<file path="src/rtl/fsm_accum_ctrl.sv">
// Command-driven accumulator controller: a four-state FSM gates the data_valid beats into a
// wrapping accumulator, counts the beats and aborts a stalled WAIT after TIMEOUT cycles.
module fsm_accum_ctrl #(
   parameter int unsigned DATA_WIDTH = 8,
   parameter int unsigned ACC_WIDTH  = 16,
   parameter int unsigned CNT_WIDTH  = 8,
   parameter int unsigned TIMEOUT    = 15
) (
   input  logic                  clk,
   input  logic                  reset,
   input  logic                  enable,
   input  logic [1:0]            cmd,
   input  logic [DATA_WIDTH-1:0] data_in,
   input  logic                  data_valid,
   output logic [1:0]            current_state,
   output logic [1:0]            next_state,
   output logic [ACC_WIDTH-1:0]  data_out,
   output logic                  valid_out,
   output logic                  busy,
   output logic                  done,
   output logic                  timeout_err,
   output logic [CNT_WIDTH-1:0]  beat_count
);

   // The WAIT timer only has to reach TIMEOUT-1 before the FSM leaves WAIT.
   localparam int unsigned TMR_WIDTH = (TIMEOUT > 1) ? $clog2(TIMEOUT) : 1;

   localparam logic [1:0] CMD_IDLE     = 2'b00;
   localparam logic [1:0] CMD_START    = 2'b01;
   localparam logic [1:0] CMD_WAIT     = 2'b10;
   localparam logic [1:0] CMD_COMPLETE = 2'b11;

   typedef enum logic [1:0] {
      ST_IDLE     = 2'b00,
      ST_PROCESS  = 2'b01,
      ST_WAIT     = 2'b10,
      ST_COMPLETE = 2'b11
   } state_t;

   state_t                 state_q;
   state_t                 state_d;
   logic                   start;
   logic                   beat;
   logic                   tmo;
   logic [ACC_WIDTH-1:0]   acc_q;
   logic [CNT_WIDTH-1:0]   cnt_q;
   logic [TMR_WIDTH-1:0]   timer_q;
   logic                   terr_q;
   logic                   valid_q;
   logic                   busy_q;
   logic                   done_q;

   // Next-state decode; with enable low every strobe stays low and the state holds.
   always_comb begin
      state_d = state_q;
      start   = 1'b0;
      beat    = 1'b0;
      tmo     = 1'b0;
      if (enable) begin
         case (state_q)
            ST_PROCESS: begin
               beat = data_valid;
               if (cmd == CMD_WAIT) begin
                  state_d = ST_WAIT;
               end else if (cmd == CMD_COMPLETE) begin
                  state_d = ST_COMPLETE;
               end
            end
            ST_WAIT: begin
               // An explicit command wins over the timeout in the same cycle.
               if (cmd == CMD_COMPLETE) begin
                  state_d = ST_COMPLETE;
               end else if (cmd == CMD_START) begin
                  state_d = ST_PROCESS;
               end else if (timer_q == TMR_WIDTH'(TIMEOUT - 1)) begin
                  state_d = ST_IDLE;
                  tmo     = 1'b1;
               end
            end
            ST_COMPLETE: begin
               if (cmd == CMD_IDLE) begin
                  state_d = ST_IDLE;
               end
            end
            default: begin
               if (cmd == CMD_START) begin
                  state_d = ST_PROCESS;
                  start   = 1'b1;
               end else begin
                  state_d = ST_IDLE;
               end
            end
         endcase
      end
   end

   // State register plus datapath; status flags are registered from the next state.
   always_ff @(posedge clk or posedge reset) begin
      if (reset) begin
         state_q <= ST_IDLE;
         acc_q   <= '0;
         cnt_q   <= '0;
         timer_q <= '0;
         terr_q  <= 1'b0;
         valid_q <= 1'b0;
         busy_q  <= 1'b0;
         done_q  <= 1'b1;
      end else begin
         state_q <= state_d;
         valid_q <= (state_d == ST_COMPLETE);
         busy_q  <= (state_d == ST_PROCESS) || (state_d == ST_WAIT);
         done_q  <= (state_d == ST_IDLE);
         if (start) begin
            acc_q  <= '0;
            cnt_q  <= '0;
            terr_q <= 1'b0;
         end else if (beat) begin
            acc_q <= acc_q + ACC_WIDTH'(data_in);
            if (cnt_q != '1) begin
               cnt_q <= cnt_q + CNT_WIDTH'(1);
            end
         end
         if (tmo) begin
            terr_q <= 1'b1;
         end
         // Timer sits at zero outside WAIT, so it starts from zero on every entry.
         if (enable) begin
            if (state_q != ST_WAIT) begin
               timer_q <= '0;
            end else begin
               timer_q <= timer_q + TMR_WIDTH'(1);
            end
         end
      end
   end

   assign current_state = state_q;
   assign next_state    = state_d;
   assign data_out      = acc_q;
   assign beat_count    = cnt_q;
   assign timeout_err   = terr_q;
   assign valid_out     = valid_q;
   assign busy          = busy_q;
   assign done          = done_q;

endmodule
</file>
<file path="config.mk">
export PLATFORM = sky130hd
export DESIGN_NAME = fsm_accum_ctrl
export DESIGN_NICKNAME = d
export VERILOG_FILES = /design/src/rtl/fsm_accum_ctrl.sv
export SDC_FILE = /design/constraint.sdc
export NUM_CORES = 1
export LEC_CHECK = 0
export ABC_AREA = 1
export CAP_MARGIN = 20
export CORE_MARGIN = 1.5
export CORE_UTILIZATION = 51
export CTS_CLUSTER_SIZE = 30
export DETAILED_ROUTE_END_ITERATION = 6
export PLACE_DENSITY = 0.89
export SYNTH_ARGS = -nofsm -noshare
export SYNTH_HDL_FRONTEND = slang
export SYNTH_SLANG_ARGS = --single-unit
</file>
<file path="constraint.sdc">
create_clock -name clk -period 2.3 [get_ports clk]
set_clock_uncertainty 0.2 [all_clocks]
set_input_delay 0.345 -clock clk [delete_from_list [all_inputs] [get_ports clk]]
set_output_delay 0.345 -clock clk [all_outputs]
set_load 0.02 [all_outputs]
</file>
==> impl_metrics.py, run 1 <==
metrics = {
    "yosys": {
        "synth_commonest_cells": "nand2_1 (88), inv_1 (36), nor2_1 (34), dfrtp_1 (33), nand3_1 (22)",
        "synth_ff_type": "dfrtp_1",
        "syn_nets": 317,
        "ys_warn_count": 0,
        "syn_area_um2": 2147,
        "syn_inst": 291,
        "synth_edf_count": 0,
        "synth_cell_type_count": 35,
        "yosysTopAreaCellShare_pct": 38.46,
        "synth.most_common_cell": "nand2_1",
        "synthTopCellsByArea": "dfrtp_1 (38%), nand2_1 (15%), ha_1 (6.4%), inv_1 (6.3%), nor2_1 (5.9%)",
        "synthArstFlopShare_pct": 100.0,
        "yosysSeqAreaShare_pct": 39.69,
        "synth_seq_cells": 34,
        "synth_area_leader_cell": "dfrtp_1",
        "syn_area_per_cell_um2": 7.378,
    },
    "worst_setup_path": {
        "worstPathRequired_ns": 1.75,
        "cp_max_fo": 4,
        "path_cells": "clkdlybuf4s50_1 > nand2_1 > nand3_1 > nand2_1 > o21ai_1 > dlygate4sd2_1",
        "cp.buffers_inverters": 2,
        "cp-end-kind": "primary output",
        "cpMostUsedCell": "nand2_1",
        "r2r-start": "data_out[0]",
        "cp-start-kind": "input pin",
        "cpPeakStageDelay_ns": 0.52,
        "arrival_ns": 1.62,
        "crit_type": "input pin to primary output",
        "crit_slowest_cell": "clkdlybuf4s50_1",
        "startpoint": "cmd[0]",
        "cpLargestDelayFamily": "buffers and inverters",
    },
    "sta": {
        "hold_viol": 0,
        "slew_viol_final": 0,
        "fin_crit_sh_pct": 94.11,
        "slew_headroom_pct": 71.38,
        "min_period_ns": 2.164,
        "tightest_slew_ns": 0.4293,
        "fmaxAchievable_mhz": 462.0,
        "rsz0062_at_grt": "false",
        "finalSetupViolations": 0,
    },
    "floorplanning": {
        "dieArea_um2": 4608,
        "rows": 23,
        "die_w_um": 67.89,
        "io_pins": 46,
        "core_area_um2": 4029,
        "dieHeight_um": 67.89,
        "start_util_pct": 53.29,
    },
    "drt": {
        "dr.first_iter.drc_count": 173,
        "detail_route.first_pass.iterations": 6,
        "totalWireLength_mm": 4.916,
        "route.detailed.drc": 0,
        "via_per_inst": 5.216,
        "post_drt_wl_per_cell_um": 12.20,
        "dr_total_vias": 2102,
        "ant_nets": 0,
    },
    "placement": {
        "gp_congestion": 0.8933,
        "dp.cells": 395,
        "dp_hpwl_mm": 3.708,
        "io_buffers": 45,
        "placed_cell_area_um2": 2724,
    },
    "pwr": {
        "power_density_nw_per_um2": 908.1,
        "p_total_w": 0.002543,
        "irDropWorstVdd_mv": 0.5615,
        "leakagePower_nw": 1.430,
    },
    "clocking": {
        "tritoncts": "yes",
        "root_buffer": "clkbuf_8",
        "numCtsBuffers": 5,
        "cts.path.max_buffers": 2,
        "postCtsSetupBuffers": 0,
        "clk_latency_ns": 0.29,
        "path_clk_slew_ns": 0.08,
        "htree_levels": 2,
        "cts.sinks": 34,
    },
    "global_route": {
        "grt_overflow": 0,
        "grt_antenna_before_repair": 0,
        "grt_pass1_vias": 1985,
        "grt_use_total_pct": 24.15,
        "grt_pass1_wl_mm": 8.335,
        "grt_max_degree": 35,
    },
    "layout": {
        "design_area_um2": 2800,
        "fin_cells": 403,
        "postLayoutCoreUtil_pct": 69.50,
        "diodes": 0,
        "area_delta_synth_final_pct": 30.42,
        "layout-drive-gt1-share_pct": 9.065,
        "fin_nets": 378,
    },
    "run_status": {
        "outcome": "complete, no violations",
    },
    "min_path": {
        "min_path_type": "input pin to async pin",
    },
    "flow_run": {
        "cap_violations": 0,
    },
}
-- flip-flops by register name, indices dropped and copies added (netlist names) --
name	flops
timer_q	4
valid_out	1
timeout_err	1
done	1
current_state	2
busy	1
data_out	16
beat_count	8
-- timing repair --
action / 4_1_cts / 5_1_grt
hold buffers: 0 / 0
resized for setup: 3 / 1
cloned: 0 / 0
hold endpoints to repair: 0 / 0
setup endpoints to repair: 2 / 1
-- cell families (layout without fill, tap and decap cells) --
logic type,after synthesis,count (layout),share of synthesized area [%]
adder cells (fa/ha/maj),12,12,7.343
flip-flops,34,34,39.69
XOR/XNOR,7,7,2.856
buffers and inverters,42,104,8.217
AND/OR/NAND/NOR,158,158,30.83
AO/OA/AOI/OAI,38,38,11.07
-- report_power, final --
part | switching (W) | internal (W) | total, W
clock network | 0.000228 | 0.000210 | 0.000438
logic | 0.000692 | 0.000537 | 0.00123
registers | 0.000137 | 0.000739 | 0.000876
-- per-layer routing --
layer | track usage, % | share of wire, % | up-vias
met5 | 0 | 0 | -
met4 | 8.250 | 1.2 | 0
met3 | 6.743 | 4.9 | 7
met2 | 43.01 | 51 | 51
met1 | 27.81 | 43 | 989
li1 | - | - | 1055
-- worst min-delay path, delay by kind of cell --
kind,cells,cell delay [ns]
buffers and inverters,3,0.82
-- final cells by class --
type,count,area [um2]
Clock buffer,6,72.57
Clock inverter,2,10.01
Fill cell,330,1229
Inverter,38,142.6
Multi-Input combinational cell,215,1119
Sequential cell,34,852.1
Tap cell,50,62.56
Timing Repair Buffer,58,541.8
-- cell usage in the layout, fill, tap and decap left out, types with 2 or more instances in the layout --
master,synthesis,final
a21oi_1,11,11
a22o_1,2,2
buf_4,1,13
clkbuf_8,0,5
clkdlybuf4s50_1,0,43
clkinv_2,0,2
dfrtp_1,33,33
ha_1,11,11
inv_1,36,36
inv_2,2,2
nand2_1,88,88
nand3_1,22,22
nand4_1,4,4
nor2_1,34,34
nor3_1,3,3
o211ai_1,2,2
o21ai_0,13,13
or2_2,3,3
xnor2_1,3,3
xor2_1,4,4
-- worst paths after layout --
path / slack [ns] / end / cells past startpoint
setup / recovery: 0.14 / next_state[0] / 6
max in group asynchronous: 1.31 / done / 3
min in group clk: 0.28 / timeout_err / 2
hold / removal: 0.24 / beat_count[5] / 3
setup reg to reg: 0.26 / data_out[10] / 9
hold reg to reg: 0.28 / timeout_err / 2
-- through the flow --
stage          hold WS (ns)  setup TNS (ns)  setup slack, ns
3_5_place_dp         0.2624         -0.6728          -0.2045
6_report             0.2395               0           0.1355
5_1_grt              0.2858               0          0.04167
4_1_cts              0.2609               0          0.01107
2_1_floorplan        0.2422               0           0.3415
3_3_place_gp         0.2711         -0.3095          -0.1748
No activity file was read; power rests on OpenSTA's default activity.
==> run 2: changes to the inputs <==
--- a/config.mk
+++ b/config.mk
@@ -8,10 +8,10 @@
 export ABC_AREA = 1
 export CAP_MARGIN = 20
 export CORE_MARGIN = 1.5
-export CORE_UTILIZATION = 51
+export CORE_UTILIZATION = 55
 export CTS_CLUSTER_SIZE = 30
 export DETAILED_ROUTE_END_ITERATION = 6
-export PLACE_DENSITY = 0.89
+export PLACE_DENSITY = 0.94
 export SYNTH_ARGS = -nofsm -noshare
 export SYNTH_HDL_FRONTEND = slang
 export SYNTH_SLANG_ARGS = --single-unit
==> constraint.sdc (replaced) <==
create_clock -name clk -period 2.68 [get_ports clk]
set_clock_uncertainty 0.2 [all_clocks]
set_input_delay 0.402 -clock clk [delete_from_list [all_inputs] [get_ports clk]]
set_output_delay 0.402 -clock clk [all_outputs]
set_load 0.02 [all_outputs]
==> run 2 against run 1 <==
Global-route usage grew 2.6 points. Power is 15% lower. Die area down 7.0%. Combinational power down 16%. Routed wire length down 1.3%. Flip-flop and latch count unchanged. First-iteration DRC count grew 31%. Worst setup slack improved by 0.23 ns. Largest power group unchanged.
==> impl_metrics.py, run 2 (synthesized netlist as in run 1, its figures left out) <==
metrics = {
    "clocking": {
        "htree_levels": 2,
        "postCtsSetupBuffers": 0,
        "cts_hold_buf": 0,
        "tritoncts": "yes",
        "root_buffer": "clkbuf_8",
        "clk_latency_ns": 0.29,
        "numCtsBuffers": 5,
        "cts.sinks": 34,
        "path_clk_slew_ns": 0.07,
        "cts.path.max_buffers": 2,
    },
    "drt": {
        "detail_route.first_pass.iterations": 5,
        "dr.first_iter.drc_count": 226,
        "via_per_inst": 5.378,
        "ant_nets": 0,
        "totalWireLength_mm": 4.852,
        "route.detailed.drc": 0,
        "dr_total_vias": 2108,
        "post_drt_wl_per_cell_um": 12.38,
    },
    "worst_setup_path": {
        "arrival_ns": 1.71,
        "cp_max_fo": 6,
        "cp.buffers_inverters": 2,
        "cpLargestDelayFamily": "simple AND/OR/NAND/NOR gates",
        "reg2reg_slack_ns": 0.67,
        "path_cells": "inv_1 > nor2_1 > nand2_1 > o211ai_1 > nand2_1 > nand2_1 > dlymetal6s2s_1",
        "crit_type": "flip-flop to primary output",
        "cpPeakStageDelay_ns": 0.44,
        "cpMostUsedCell": "nand2_1",
        "crit_slowest_cell": "dfrtp_1",
        "cp-end-kind": "primary output",
        "startpoint": "current_state[1]",
        "cp-start-kind": "flip-flop",
        "r2r-start": "data_out[0]",
        "worstPathRequired_ns": 2.08,
    },
    "global_route": {
        "grt_antenna_before_repair": 0,
        "grt_pass1_vias": 2017,
        "grt_pass1_wl_mm": 8.894,
        "grt_overflow": 0,
        "grt_use_total_pct": 26.78,
        "grt_max_degree": 35,
    },
    "sta": {
        "finalSetupViolations": 0,
        "slew_viol_final": 0,
        "min_period_ns": 2.311,
        "setup_tns_ns": 0,
        "tightest_slew_ns": 0.4122,
        "hold_viol": 0,
        "slew_headroom_pct": 72.52,
        "fmaxAchievable_mhz": 432.7,
        "rsz0062_at_grt": "false",
        "fin_crit_sh_pct": 86.24,
    },
    "layout": {
        "area_delta_synth_final_pct": 27.56,
        "layout-drive-gt1-share_pct": 5.814,
        "layout_commonest_cell": "nand2_1",
        "largest_register_ff_count": 16,
        "fin_cells": 392,
        "fillers": 276,
        "fin_nets": 369,
        "diodes": 0,
        "final_cell_mix": "nand2_1 (88), clkdlybuf4s50_1 (43), inv_1 (36), nor2_1 (34), dfrtp_1 (33)",
        "multi_input_comb_area_um2": 1119,
        "seq_area_um2": 852.1,
    },
    "run_status": {
        "outcome": "complete, no violations",
    },
    "floorplanning": {
        "start_util_pct": 57.78,
        "core_area_um2": 3716,
        "dieArea_um2": 4288,
        "rows": 22,
        "io_pins": 46,
        "dieHeight_um": 65.48,
        "die_w_um": 65.48,
    },
    "pwr": {
        "irDropWorstVdd_mv": 0.4699,
        "power_density_nw_per_um2": 790.5,
        "leakagePower_nw": 1.403,
    },
    "min_path": {
        "min_path_type": "input pin to async pin",
    },
    "flow_run": {
        "cap_violations": 0,
    },
    "placement": {
        "io_buffers": 45,
        "dp.cells": 384,
        "dp_hpwl_mm": 3.603,
        "gp_congestion": 0.8644,
    },
}
## run 2: cell count changes in the layout (fill, tap and decap cells not counted)
cell / delta
clkinv_2: -2
clkbuf_1: +2
buf_4: -9
clkbuf_2: -1
dlymetal6s2s_1: +2
dlygate4sd2_1: -1
## run 2: repair_timing
item,4_1_cts,5_1_grt
setup endpoints to repair,0,2
resized for setup,0,2
endpoints found under the hold margin,0,0
## run 2: path summary, 6_finish.rpt
kind / to / cells after the start
worst max-delay path: next_state[1] / 7
min in group clk: data_out[7] / 2
worst min-delay path: current_state[1] / 3
worst max register to register: data_out[10] / 9
worst min register to register: data_out[7] / 2
max in group asynchronous: done / 3
## run 2: final cells by class
cell class / count / share of cell area [%]
Sequential cell: 34 / 31.11
Multi-Input combinational cell: 215 / 40.84
Inverter: 38 / 5.208
Timing Repair Buffer: 49 / 17.72
Clock buffer: 8 / 2.924
Tap cell: 48 / 2.193
## run 2: worst register-to-register path, stage by stage, from the launching register on
cell     delay [ns]
dfrtp_1        0.40
ha_1           0.23
fa_1           0.47
nand3_1        0.12
nand3_1        0.12
nand2_1        0.08
nand2_1        0.06
nand3_1        0.08
o21ai_0        0.09
nor2_1         0.10
## run 2: through the flow
stage	power [W]	hold WS, ns	utilization [%]	worst slack (ns)	cell area [um2]
after CTS	0.002170	0.3195	73.57	0.01414	2734
after global placement	0.001753	0.3000	71.41	0.06219	2654
after detailed placement	0.001792	0.3041	71.41	0.04135	2654
after floorplan	0.001403	0.2992	-	0.7215	2147
after global routing	0.002328	0.3588	73.70	0.2562	2739
final	0.002165	0.2991	73.70	0.3688	2739
## run 2: per-layer routing
layer	track usage [%]	vias up	part of all wire, %
met4	8.073	0	1.7
met2	46.30	79	49
met5	0	-	0
li1	-	1039	-
met1	31.93	978	42
met3	8.219	12	6.9
## run 2: where the power goes
group / switching (W) / total, W / internal [W]
clock: 0.000181 / 0.000365 / 0.000185
combinational: 0.000587 / 0.00103 / 0.000446
sequential: 0.000133 / 0.000767 / 0.000634
